<file path="src/rtl/cmd_rank_arbiter.sv">
`default_nettype none
// ============================================================================
// Module      : cmd_rank_arbiter
// Description : Channel CMD-bus arbiter. Round-robin between ranks with an
//               optional same-rank hold window. A change of rank produces a
//               rankTransition pulse for the turnaround timer. The next grant
//               is issued only once CMDTurnaroundFree comes back.
//               Build option: CMD_RANK_HOLD_EN enables the hold window of
//               MAX_HOLD grants. Without it the window is one grant, so every
//               contended grant switches rank.
// Revision    : 1.0 - initial release
// ============================================================================
module cmd_rank_arbiter #(
    parameter int NUM_RANK = 4,
    parameter int MAX_HOLD = 4
) (
    input  logic                        clk,
    input  logic                        rst,
    input  logic [NUM_RANK-1:0]         rankReq,
    input  logic                        CMDTurnaroundFree,
    output logic [NUM_RANK-1:0]         cmdGrant,
    output logic [$clog2(NUM_RANK)-1:0] grantRank,
    output logic                        rankTransition
);

    localparam int c_RANK_W = $clog2(NUM_RANK);
    localparam int c_HOLD_W = $clog2(MAX_HOLD + 1);
`ifdef CMD_RANK_HOLD_EN
    localparam int c_HOLD_LIMIT = MAX_HOLD;
`else
    localparam int c_HOLD_LIMIT = 1;
`endif
    localparam logic [c_HOLD_W-1:0] c_HOLD_MAX = c_HOLD_W'(c_HOLD_LIMIT);

    typedef enum logic [1:0] {
        S_ACTIVE = 2'd0,
        S_SWITCH = 2'd1,
        S_WAIT   = 2'd2
    } state_t;

    state_t                r_state;
    logic [c_RANK_W-1:0]   r_curRank;
    logic [c_RANK_W-1:0]   r_nextRank;
    logic                  r_curValid;
    logic [c_HOLD_W-1:0]   r_holdCnt;

    logic [NUM_RANK-1:0]   w_elig;
    logic [NUM_RANK-1:0]   w_curMask;
    logic [NUM_RANK-1:0]   w_others;
    logic                  w_holdOpen;
    logic                  w_midHold;
    logic [c_RANK_W-1:0]   w_rrPick;
    logic [c_RANK_W-1:0]   w_nextPick;

    // First set bit of vec, searching upward from start and wrapping around.
    // NUM_RANK is a power of two, so the index addition wraps by itself.
    function automatic logic [c_RANK_W-1:0] firstFrom(
        input logic [NUM_RANK-1:0] vec,
        input logic [c_RANK_W-1:0] start
    );
        logic [c_RANK_W-1:0] idx;
        logic [c_RANK_W-1:0] pick;
        logic                found;
        pick  = start;
        found = 1'b0;
        for (int i = 0; i < NUM_RANK; i++) begin
            idx = start + c_RANK_W'(i);
            if (!found && vec[idx]) begin
                pick  = idx;
                found = 1'b1;
            end
        end
        return pick;
    endfunction

    // Eligibility and candidate selection for the current cycle.
    always_comb begin
        w_elig     = rankReq & ~cmdGrant;
        w_curMask  = NUM_RANK'(1) << r_curRank;
        w_others   = w_elig & ~w_curMask;
        w_holdOpen = (r_holdCnt < c_HOLD_MAX);
        // The current rank was granted in the previous cycle and is masked
        // only for one bubble cycle. It is still requesting and its window
        // is still open, so the arbiter must not switch away in this cycle.
        w_midHold  = r_curValid && cmdGrant[r_curRank] && rankReq[r_curRank]
                     && w_holdOpen;
        w_rrPick   = firstFrom(w_elig, r_curRank);
        w_nextPick = firstFrom(w_others, r_curRank + c_RANK_W'(1));
    end

    // Arbitration FSM with registered grant and transition outputs.
    always_ff @(posedge clk or negedge rst) begin
        if (!rst) begin
            r_state        <= S_ACTIVE;
            r_curRank      <= '0;
            r_nextRank     <= '0;
            r_curValid     <= 1'b0;
            r_holdCnt      <= '0;
            cmdGrant       <= '0;
            grantRank      <= '0;
            rankTransition <= 1'b0;
        end else begin
            cmdGrant       <= '0;
            rankTransition <= 1'b0;
            case (r_state)
                S_ACTIVE: begin
                    if (CMDTurnaroundFree) begin
                        if (!r_curValid) begin
                            // No owner yet: take the first requester, with no turnaround.
                            if (w_elig != '0) begin
                                cmdGrant   <= NUM_RANK'(1) << w_rrPick;
                                grantRank  <= w_rrPick;
                                r_curRank  <= w_rrPick;
                                r_curValid <= 1'b1;
                                r_holdCnt  <= c_HOLD_W'(1);
                            end
                        end else if (w_elig[r_curRank] && w_holdOpen) begin
                            cmdGrant  <= w_curMask;
                            grantRank <= r_curRank;
                            r_holdCnt <= r_holdCnt + c_HOLD_W'(1);
                        end else if ((w_others != '0) && !w_midHold) begin
                            r_nextRank     <= w_nextPick;
                            r_holdCnt      <= '0;
                            rankTransition <= 1'b1;
                            r_state        <= S_SWITCH;
                        end else if (w_elig[r_curRank]) begin
                            // Window expired but nobody else wants the bus.
                            cmdGrant  <= w_curMask;
                            grantRank <= r_curRank;
                            r_holdCnt <= c_HOLD_W'(1);
                        end
                    end
                end
                S_SWITCH: begin
                    r_curRank <= r_nextRank;
                    r_state   <= S_WAIT;
                end
                S_WAIT: begin
                    if (CMDTurnaroundFree) begin
                        // A rank that withdrew its request meanwhile is not granted.
                        if (w_elig[r_curRank]) begin
                            cmdGrant  <= w_curMask;
                            grantRank <= r_curRank;
                            r_holdCnt <= c_HOLD_W'(1);
                        end
                        r_state <= S_ACTIVE;
                    end
                end
                default: begin
                    r_state <= S_ACTIVE;
                end
            endcase
        end
    end

endmodule
`default_nettype wire

</file>
<file path="config.mk">
export PLATFORM = sky130hd
export DESIGN_NAME = cmd_rank_arbiter
export DESIGN_NICKNAME = d
export VERILOG_FILES = /design/src/rtl/cmd_rank_arbiter.sv
export SDC_FILE = /design/constraint.sdc
export NUM_CORES = 1
export LEC_CHECK = 0
export CAP_MARGIN = 0
export CORE_MARGIN = 2
export CORE_UTILIZATION = 60
export CTS_CLUSTER_DIAMETER = 30
export DETAILED_ROUTE_END_ITERATION = 12
export PLACE_DENSITY = 0.81
export SYNTH_ARGS = -nofsm -noshare
export SYNTH_HDL_FRONTEND = slang
export SYNTH_SLANG_ARGS = --single-unit
export TNS_END_PERCENT = 10
</file>
<file path="constraint.sdc">
create_clock -name clk -period 3.6 [get_ports clk]
set_input_delay 0.36 -clock clk [delete_from_list [all_inputs] [get_ports clk]]
set_output_delay 0.36 -clock clk [all_outputs]
set_load 0.01 [all_outputs]
</file>
==> flow_summary.yaml, run 1 <==
synthesis:
  synth_simple_gate_area_share: 0.275
  syn_inst: 167
  synth_largest_area_cell: "dfrtp_1"
  synthDominantCellAreaShare: 0.304
  synth_ff_type: "dfrtp_1"
  synthesis.yosys.warnings: 0
  synth.ff_latch_count: 17
  ys_top_cells_by_area: "dfrtp_1, nand2_1, ha_1, a21oi_1, o21ai_0"
  synth.net_count: 179
  synth_top_family_by_area: "simple AND/OR/NAND/NOR gates"
  synthesized_area_per_cell_um2: 8.39
  synth-edff-count: 0
  ys_types: 45
  async_flop_share: 1.00
  synth.yosys.seq_area_share: 0.304
  post_synth_instance_area_um2: 1400
  synthAdderAreaFrac: 0.0446
  synth_compound_gate_area_share: 0.266
  xor_xnor_share_of_the_synthesized_area: 0
  synth.area.mux_share: 0.0536
critical_path:
  reg_to_reg_critical_path_startpoint: "r_curRank[0]"
  setup.worst_path.end_class: "flip-flop"
  crit_path_start: "r_curRank[0]"
  crit_chain: "clkinv_1 > ha_1 > nor3b_2 > nor4_1 > a31o_2 > a211oi_4 > and2_1 > mux2_1"
  crit_arrival_ns: 3.08
  critical_path_slowest_stage_cell: "dfrtp_1"
  worstPathRequired_ns: 3.78
  path_class: "flip-flop to flip-flop"
  critical_path.max_fanout: 11
  setup.worst_path.start_class: "flip-flop"
  critical-path-max-stage-delay_ns: 0.56
drt:
  avgViaCountPerCell: 6.68
  drc: 0
  routed_wl_mm: 3.57
  detail-route-antenna-nets: 0
  detailedRoute.firstPassIterationCount: 4
  initial_drc_count: 93
  num_vias: 1376
  routedWlPerCell_um: 17.3
clocking:
  clk_root_buffer_cell: "clkbuf_4"
  post_cts_setup_bufs: 0
  post_cts_hold_fix_bufs: 0
  tritoncts_buffers: 3
  clock_sinks: 17
  cts_tree: "done"
  clock_latency_ns: 0.29
  clock_path_buffers: 2
  ctsResizeCount: 0
  htreeDepth: 1
  cts.reportedPaths.clkPinSlew_ns: 0.09
layout:
  layout.nets: 191
  layout_cells_sized_above_1: 0.101
  area_growth_pct: 10.9
  fill_cells: 179
  finalNonFillerCells: 206
  postLayoutCellArea_um2: 1550
  antenna_cells_inserted: 0
sta:
  relSlewSlack: 0.501
  report.final.setup_viol: 0
  worst_tran_pin_value_ns: 0.747
  achievable-frequency_mhz: 345
  crit_share_post_route: 0.805
  hold-worst-slack_ns: 0.498
  final_period_minus_worst_setup_slack_ns: 2.90
  grt_setup_unrepaired: "false"
  final_max_slew_viol_count: 0
  report.final.hold_viol_count: 0
  timing.clock.skew_ns: 0.00232
  fin_setup_tns_ns: 0
place:
  gp_congestion: 0.951
  placedInstanceArea_um2: 1530
  place_hpwl_mm: 2.63
  dp.cells: 202
  port_buffers: 13
global_routing:
  grt.total_usage: 0.285
  wire_length_of_the_first_global_routing_pass_mm: 5.67
  largest_net_degree_at_the_start_of_global_routing: 18
  grt_util_met3: 0.0571
  global_route.overflow_total: 0
  grt_use_met1: 0.373
  number_of_global_route_vias_before_repair: 1204
  grt_antenna_before_repair: 0
  grt_util_met2: 0.471
  grt-busiest-layer: "met2"
die:
  num_io_pins: 14
  placementRows: 17
  fp.dieArea_um2: 2740
  x_dimension_of_the_die_um: 52.3
  initial_utilization: 0.633
  floorplan.die.height_um: 52.3
  core_region_area_um2: 2210
worst_hold_path:
  hold_class: "input pin to async pin"
pwr:
  vdd.ir_drop.worst_uv: 520
  power_density_nw_per_um2: 810
  power.leakage_nw: 0.627
run:
  max_cap_viol_count: 0
outcome:
  outcome: "completed"
## per-layer routing
metal	share of wire	wire length (um)
met5	0	0
met4	0.020	73
met3	0.078	278
met2	0.48	1710
met1	0.42	1510
## final timing paths
check	cells after the start	end	slack, ns
min in group clk	1	r_nextRank[0]	0.51
max in group asynchronous	1	r_curRank[0]	2.64
setup reg to reg	8	r_nextRank[0]	0.70
setup / recovery	8	r_nextRank[0]	0.70
hold reg to reg	1	r_nextRank[0]	0.51
hold / removal	1	r_state[1]	0.50
## Yosys cell counts, types with 4 or more instances
cell / instances
nor3_1: 5
nor3b_1: 5
inv_1: 6
dfrtp_1: 17
nor2_1: 12
ha_1: 5
o21ai_0: 10
nor2b_1: 6
a21oi_1: 11
o22a_1: 4
nand2b_1: 4
nand2_1: 21
a211oi_1: 4
## critical path, delay by kind of cell, from the launching register on
kind,cells,cell delay [ns]
AOI/OAI and AO/OA,2,0.55
adders and majority gates,1,0.31
buffers and inverters,1,0.31
DFF,1,0.56
muxes,1,0.34
and+or+nand+nor,3,0.73
## stage by stage
step           power, W  setup slack (ns)   util
2_1_floorplan  0.000926              1.14      -
3_3_place_gp    0.00112             0.880  0.691
3_5_place_dp    0.00114             0.755  0.691
4_1_cts         0.00124             0.743  0.702
5_1_grt         0.00135             0.483  0.702
6_report        0.00126             0.702  0.702
## cells by family after synthesis
group / after synthesis
mux: 6
buf+inv: 15
flops: 17
fa+ha+maj: 5
simple gates: 71
compound gates: 53
## area by class of cell
class | count | area, um2 | area share
inverter | 7 | 26.3 | 0.0169
tap | 28 | 35.0 | 0.0225
multi-input combinational | 135 | 896 | 0.576
sequential | 17 | 425 | 0.274
timing repair buffer | 15 | 145 | 0.0934
clock buffer | 4 | 26.3 | 0.0169
## flip-flops by register name, summed over array words and instances (netlist names)
| name | cells |
|---|---|
| r_nextRank | 2 |
| r_state | 2 |
| rankTransition | 1 |
| cmdGrant | 4 |
| r_curRank | 2 |
| grantRank | 2 |
| r_curValid | 1 |
| r_holdCnt | 3 |
## cells in the final DEF (no fill, tap or decap), types with 4 or more instances in the layout
cell and count:
nand2_1 21, nor3_1 5, o21ai_0 10, inv_1 6
nor3b_1 5, nand2b_1 4, clkdlybuf4s50_1 13, dfrtp_1 17
a21oi_1 11, ha_1 5, nor2_1 12, o22a_1 4
a211oi_1 4, nor2b_1 6
## report_power, final
part	switching (W)	internal (W)	total [W]
Combinational	0.000468	0.000357	0.000825
Sequential	0.0000791	0.000254	0.000333
Clock	0.0000590	0.0000431	0.000102
Total	0.000606	0.000654	0.00126
(Power assumes the default switching activity.)
==> inputs of run 2 (changes only) <==
--- a/config.mk
+++ b/config.mk
@@ -7,10 +7,10 @@
 export LEC_CHECK = 0
 export CAP_MARGIN = 0
 export CORE_MARGIN = 2
-export CORE_UTILIZATION = 60
+export CORE_UTILIZATION = 56
 export CTS_CLUSTER_DIAMETER = 30
 export DETAILED_ROUTE_END_ITERATION = 12
-export PLACE_DENSITY = 0.81
+export PLACE_DENSITY = 0.77
 export SYNTH_ARGS = -nofsm -noshare
 export SYNTH_HDL_FRONTEND = slang
 export SYNTH_SLANG_ARGS = --single-unit
==> constraint.sdc (replaced) <==
create_clock -name clk -period 2.95 [get_ports clk]
set_input_delay 0.295 -clock clk [delete_from_list [all_inputs] [get_ports clk]]
set_output_delay 0.295 -clock clk [all_outputs]
set_load 0.01 [all_outputs]
==> flow_summary.yaml, run 2 (same netlist as run 1, synthesis figures left out) <==
clocking:
  cts.reportedPaths.clkPinSlew_ns: 0.11
  clk_root_buffer_cell: "clkbuf_4"
  cts_tree: "done"
  clock_path_buffers: 2
  ctsResizeCount: 0
  htreeDepth: 1
  tritoncts_buffers: 3
  clock_latency_ns: 0.30
  clock_sinks: 17
  post_cts_hold_fix_bufs: 0
  post_cts_setup_bufs: 0
pwr:
  p_clk_frac: 0.084
  p_sw_frac: 0.471
  pwr-share-seq: 0.250
  power_density_nw_per_um2: 970
  power_switching_w: 0.000739
  internal_cell_power_w: 0.000829
  fin_total_pwr_w: 0.00157
  power.share.combinational: 0.666
  vdd.ir_drop.worst_uv: 538
  power.leakage_nw: 0.666
layout:
  most_frequent_standard_cell_in_the_layout_excluding_fill_and_tap_cells: "nand2_1"
  largest_registers: "cmdGrant (4), r_holdCnt (3)"
  finalNonFillerCells: 216
  layout_cells_sized_above_1: 0.140
  antenna_cells_inserted: 0
  most_frequent_cells_in_the_layout: "nand2_1, dfrtp_1, clkdlybuf4s50_1"
  postLayoutCellArea_um2: 1620
  register_with_the_most_flip_flops: "cmdGrant"
  largest_register_ffs: 4
  area_growth_pct: 15.4
  layout.nets: 199
die:
  floorplan.die.height_um: 54.0
  x_dimension_of_the_die_um: 54.0
  core_region_area_um2: 2430
  placementRows: 18
  num_io_pins: 14
  initial_utilization: 0.576
  fp.dieArea_um2: 2920
global_routing:
  largest_net_degree_at_the_start_of_global_routing: 22
  grt.total_usage: 0.271
  global_route.overflow_total: 0
  number_of_global_route_vias_before_repair: 1182
  wire_length_of_the_first_global_routing_pass_mm: 5.64
  grt_antenna_before_repair: 0
drt:
  avgViaCountPerCell: 6.20
  detail-route-antenna-nets: 0
  routedWlPerCell_um: 16.4
  dr_wl_met3_um: 177
  detailedRoute.firstPassIterationCount: 4
  highest_layer: "met4"
  initial_drc_count: 46
  wirelength_met1_mm: 1.63
  drc: 0
  met2_wire_length_mm: 1.66
  routed_wl_mm: 3.55
  num_vias: 1340
sta:
  timing.clock.skew_ns: 0.0110
  hold-worst-slack_ns: 0.413
  report.final.hold_viol_count: 0
  worst_tran_pin_value_ns: 0.733
  grt_setup_unrepaired: "false"
  fin_setup_tns_ns: 0
  crit_share_post_route: 0.897
  final_period_minus_worst_setup_slack_ns: 2.65
  final_max_slew_viol_count: 0
  report.final.setup_viol: 0
  relSlewSlack: 0.510
  achievable-frequency_mhz: 378
critical_path:
  critical_path.max_fanout: 9
  worstPathRequired_ns: 3.13
  reg_to_reg_critical_path_startpoint: "r_curRank[1]"
  path_class: "flip-flop to flip-flop"
  setup.worst_path.start_class: "flip-flop"
  reg2reg_to: "r_nextRank[0]"
  crit_arrival_ns: 2.83
  regToRegSetupSlack_ns: 0.30
  setup.worst_path.end_class: "flip-flop"
  r2r_cells: 8
place:
  place_hpwl_mm: 2.66
  gp_congestion: 0.906
  dp.cells: 212
  placedInstanceArea_um2: 1590
  port_buffers: 13
run:
  max_cap_viol_count: 0
worst_hold_path:
  hold_class: "input pin to async pin"
outcome:
  outcome: "completed"
[run 2: changes by cell type in the layout (fill, tap and decap cells not counted)]
cell,change
buf_4,+8
[run 2: power by group through the flow]
stage          Clock [W]  Sequential (W)  Combinational, W
3_5_place_dp           0        0.000396           0.00103
6_report        0.000131        0.000393           0.00104
5_1_grt         0.000145        0.000406           0.00115
3_3_place_gp           0        0.000393           0.00101
4_1_cts         0.000132        0.000392           0.00104
2_1_floorplan          0        0.000393          0.000737
[run 2: worst max path at each step]
stage,startpoint,endpoint,slack (ns),cells after the start
after floorplan,r_curRank[0],r_nextRank[0],0.49,9
after detailed placement,r_curRank[1],r_nextRank[0],0.33,8
after global routing,r_curRank[1],r_nextRank[0],0.12,8
after global placement,rankReq[3],r_nextRank[0],0.42,7
after CTS,r_curRank[1],r_nextRank[0],0.32,8
final,r_curRank[1],r_nextRank[0],0.30,8
[run 2: layout make-up]
cell class	instances	area, um2
Clock buffer	4	26.3
Fill cell	202	816
Inverter	7	26.3
Multi-Input combinational cell	135	896
Sequential cell	17	425
Tap cell	30	37.5
Timing Repair Buffer	23	205
[run 2: routing by layer]
| layer | vias to the layer above | GRT usage |
|---|---|---|
| met5 | - | 0 |
| met4 | 0 | 0.117 |
| met3 | 9 | 0.0194 |
| met2 | 43 | 0.451 |
| met1 | 629 | 0.359 |
| li1 | 659 | - |
[run 2: worst max-delay path, stage by stage, from the launching register on]
cell and delay, ns:
dfrtp_1 0.52, inv_1 0.13, ha_1 0.22, nor3b_1 0.35
nor4_1 0.15, a31o_2 0.27, a211oi_4 0.26, and2_1 0.27
mux2_1 0.35
[run 2: stage by stage]
stage          utilization  worst slack, ns
4_1_cts              0.665            0.316
2_1_floorplan            -            0.487
5_1_grt              0.665            0.122
3_5_place_dp         0.654            0.333
3_3_place_gp         0.654            0.415
6_report             0.665            0.303
==> inputs of run 3 (changes only) <==
--- a/config.mk
+++ b/config.mk
@@ -6,7 +6,7 @@
 export NUM_CORES = 1
 export LEC_CHECK = 0
 export CAP_MARGIN = 0
-export CORE_MARGIN = 2
+export CORE_MARGIN = 10
 export CORE_UTILIZATION = 56
 export CTS_CLUSTER_DIAMETER = 30
 export DETAILED_ROUTE_END_ITERATION = 12
==> flow_summary.yaml, run 3 (same netlist as run 1, synthesis figures left out) <==
outcome:
  outcome: "completed"
place:
  port_buffers: 13
  gp_congestion: 0.923
  dp.cells: 212
  place_hpwl_mm: 2.86
drt:
  detailedRoute.firstPassIterationCount: 4
  routed_wl_mm: 3.74
  routedWlPerCell_um: 17.3
  drc: 0
  initial_drc_count: 148
  detail-route-antenna-nets: 0
  avgViaCountPerCell: 6.50
  num_vias: 1405
clocking:
  clock_path_buffers: 2
  htreeDepth: 1
  post_cts_hold_fix_bufs: 0
  cts_tree: "done"
  clock_latency_ns: 0.28
  clock_sinks: 17
  post_cts_setup_bufs: 0
  cts.reportedPaths.clkPinSlew_ns: 0.10
  clk_root_buffer_cell: "clkbuf_4"
  ctsResizeCount: 0
  tritoncts_buffers: 3
die:
  fp.dieArea_um2: 4900
  core_region_area_um2: 2430
  num_io_pins: 14
  initial_utilization: 0.576
  placementRows: 18
  x_dimension_of_the_die_um: 70.0
  floorplan.die.height_um: 70.0
layout:
  area_growth_pct: 15.4
  most_frequent_standard_cell_in_the_layout_excluding_fill_and_tap_cells: "nand2_1"
  register_with_the_most_flip_flops: "cmdGrant"
  largest_registers: "cmdGrant (4), r_holdCnt (3)"
  layout.nets: 199
  layout_cells_sized_above_1: 0.140
  antenna_cells_inserted: 0
  finalNonFillerCells: 216
  largest_register_ffs: 4
  most_frequent_cells_in_the_layout: "nand2_1, dfrtp_1, clkdlybuf4s50_1"
critical_path:
  r2r_cells: 8
  crit_chain: "inv_1 > ha_1 > nor3b_1 > nor4_1 > a31o_2 > a211oi_4 > and2_1 > mux2_1"
  setup.worst_path.end_class: "flip-flop"
  critical-path-max-stage-delay_ns: 0.53
  setup.worst_path.start_class: "flip-flop"
  critical_path_slowest_stage_cell: "dfrtp_1"
  critical_path.max_fanout: 9
  crit_arrival_ns: 2.81
  worstPathRequired_ns: 3.12
  path_class: "flip-flop to flip-flop"
global_routing:
  global_route.overflow_total: 0
  wire_length_of_the_first_global_routing_pass_mm: 6.23
  largest_net_degree_at_the_start_of_global_routing: 22
  number_of_global_route_vias_before_repair: 1306
  grt.total_usage: 0.147
  grt_antenna_before_repair: 0
sta:
  hold-worst-slack_ns: 0.440
  worst_tran_pin_value_ns: 0.745
  achievable-frequency_mhz: 379
  final_period_minus_worst_setup_slack_ns: 2.64
  timing.clock.skew_ns: 0.00780
  final_max_slew_viol_count: 0
  grt_setup_unrepaired: "false"
  report.final.setup_viol: 0
  report.final.hold_viol_count: 0
  relSlewSlack: 0.502
  crit_share_post_route: 0.894
  fin_setup_tns_ns: 0
pwr:
  power.leakage_nw: 0.666
  vdd.ir_drop.worst_uv: 640
  power_density_nw_per_um2: 976
worst_hold_path:
  hold_class: "input pin to async pin"
run:
  max_cap_viol_count: 0
==> run 3: cell counts in the layout (fill, tap and decap cells not counted) <==
Identical to the previous run, type by type.
==> run 3: metrics by stage <==
stage	total power, W	instance area, um2	utilization	setup WS, ns
4_1_cts	0.00156	1620	0.665	0.333
5_1_grt	0.00171	1620	0.665	0.145
6_report	0.00158	1620	0.665	0.312
3_3_place_gp	0.00141	1590	0.654	0.432
3_5_place_dp	0.00143	1590	0.654	0.344
2_1_floorplan	0.00113	1400	-	0.487
==> run 3: per-layer routing <==
| layer | part of all wire | wire length, um | GRT usage |
|---|---|---|---|
| met5 | 0 | 0 | 0 |
| met4 | 0.026 | 98 | 0.0570 |
| met3 | 0.057 | 215 | 0.0381 |
| met2 | 0.46 | 1720 | 0.234 |
| met1 | 0.45 | 1700 | 0.184 |
==> run 3: report_power, final <==
part | switching, W | internal [W] | total, W
combinational | 0.000591 | 0.000467 | 0.00106
clock | 0.0000706 | 0.0000524 | 0.000123
sequential | 0.0000856 | 0.000310 | 0.000396
total | 0.000747 | 0.000830 | 0.00158
==> run 3: final cells by class <==
cell class | count | area [um2]
Clock buffer | 4 | 26.3
Fill cell | 205 | 816
Inverter | 7 | 26.3
Multi-Input combinational cell | 135 | 896
Sequential cell | 17 | 425
Tap cell | 30 | 37.5
Timing Repair Buffer | 23 | 205
==> run 3: worst max-delay path: cells and delay by family, from the launching register on <==
family | cells | cell delay (ns)
AOI/OAI and AO/OA | 2 | 0.55
muxes | 1 | 0.34
and+or+nand+nor | 3 | 0.72
adders and majority gates | 1 | 0.25
DFF | 1 | 0.53
buffers and inverters | 1 | 0.13
==> run 3: worst paths after layout <==
| kind | start | end | slack [ns] |
|---|---|---|---|
| worst min register to register | r_holdCnt[2] | r_holdCnt[2] | 0.51 |
| min in group clk | r_holdCnt[2] | r_holdCnt[2] | 0.51 |
| worst min-delay path | rst | r_curValid | 0.44 |
| worst max register to register | r_curRank[1] | r_nextRank[0] | 0.31 |
| worst max-delay path | r_curRank[1] | r_nextRank[0] | 0.31 |
| max in group asynchronous | rst | r_nextRank[0] | 2.04 |
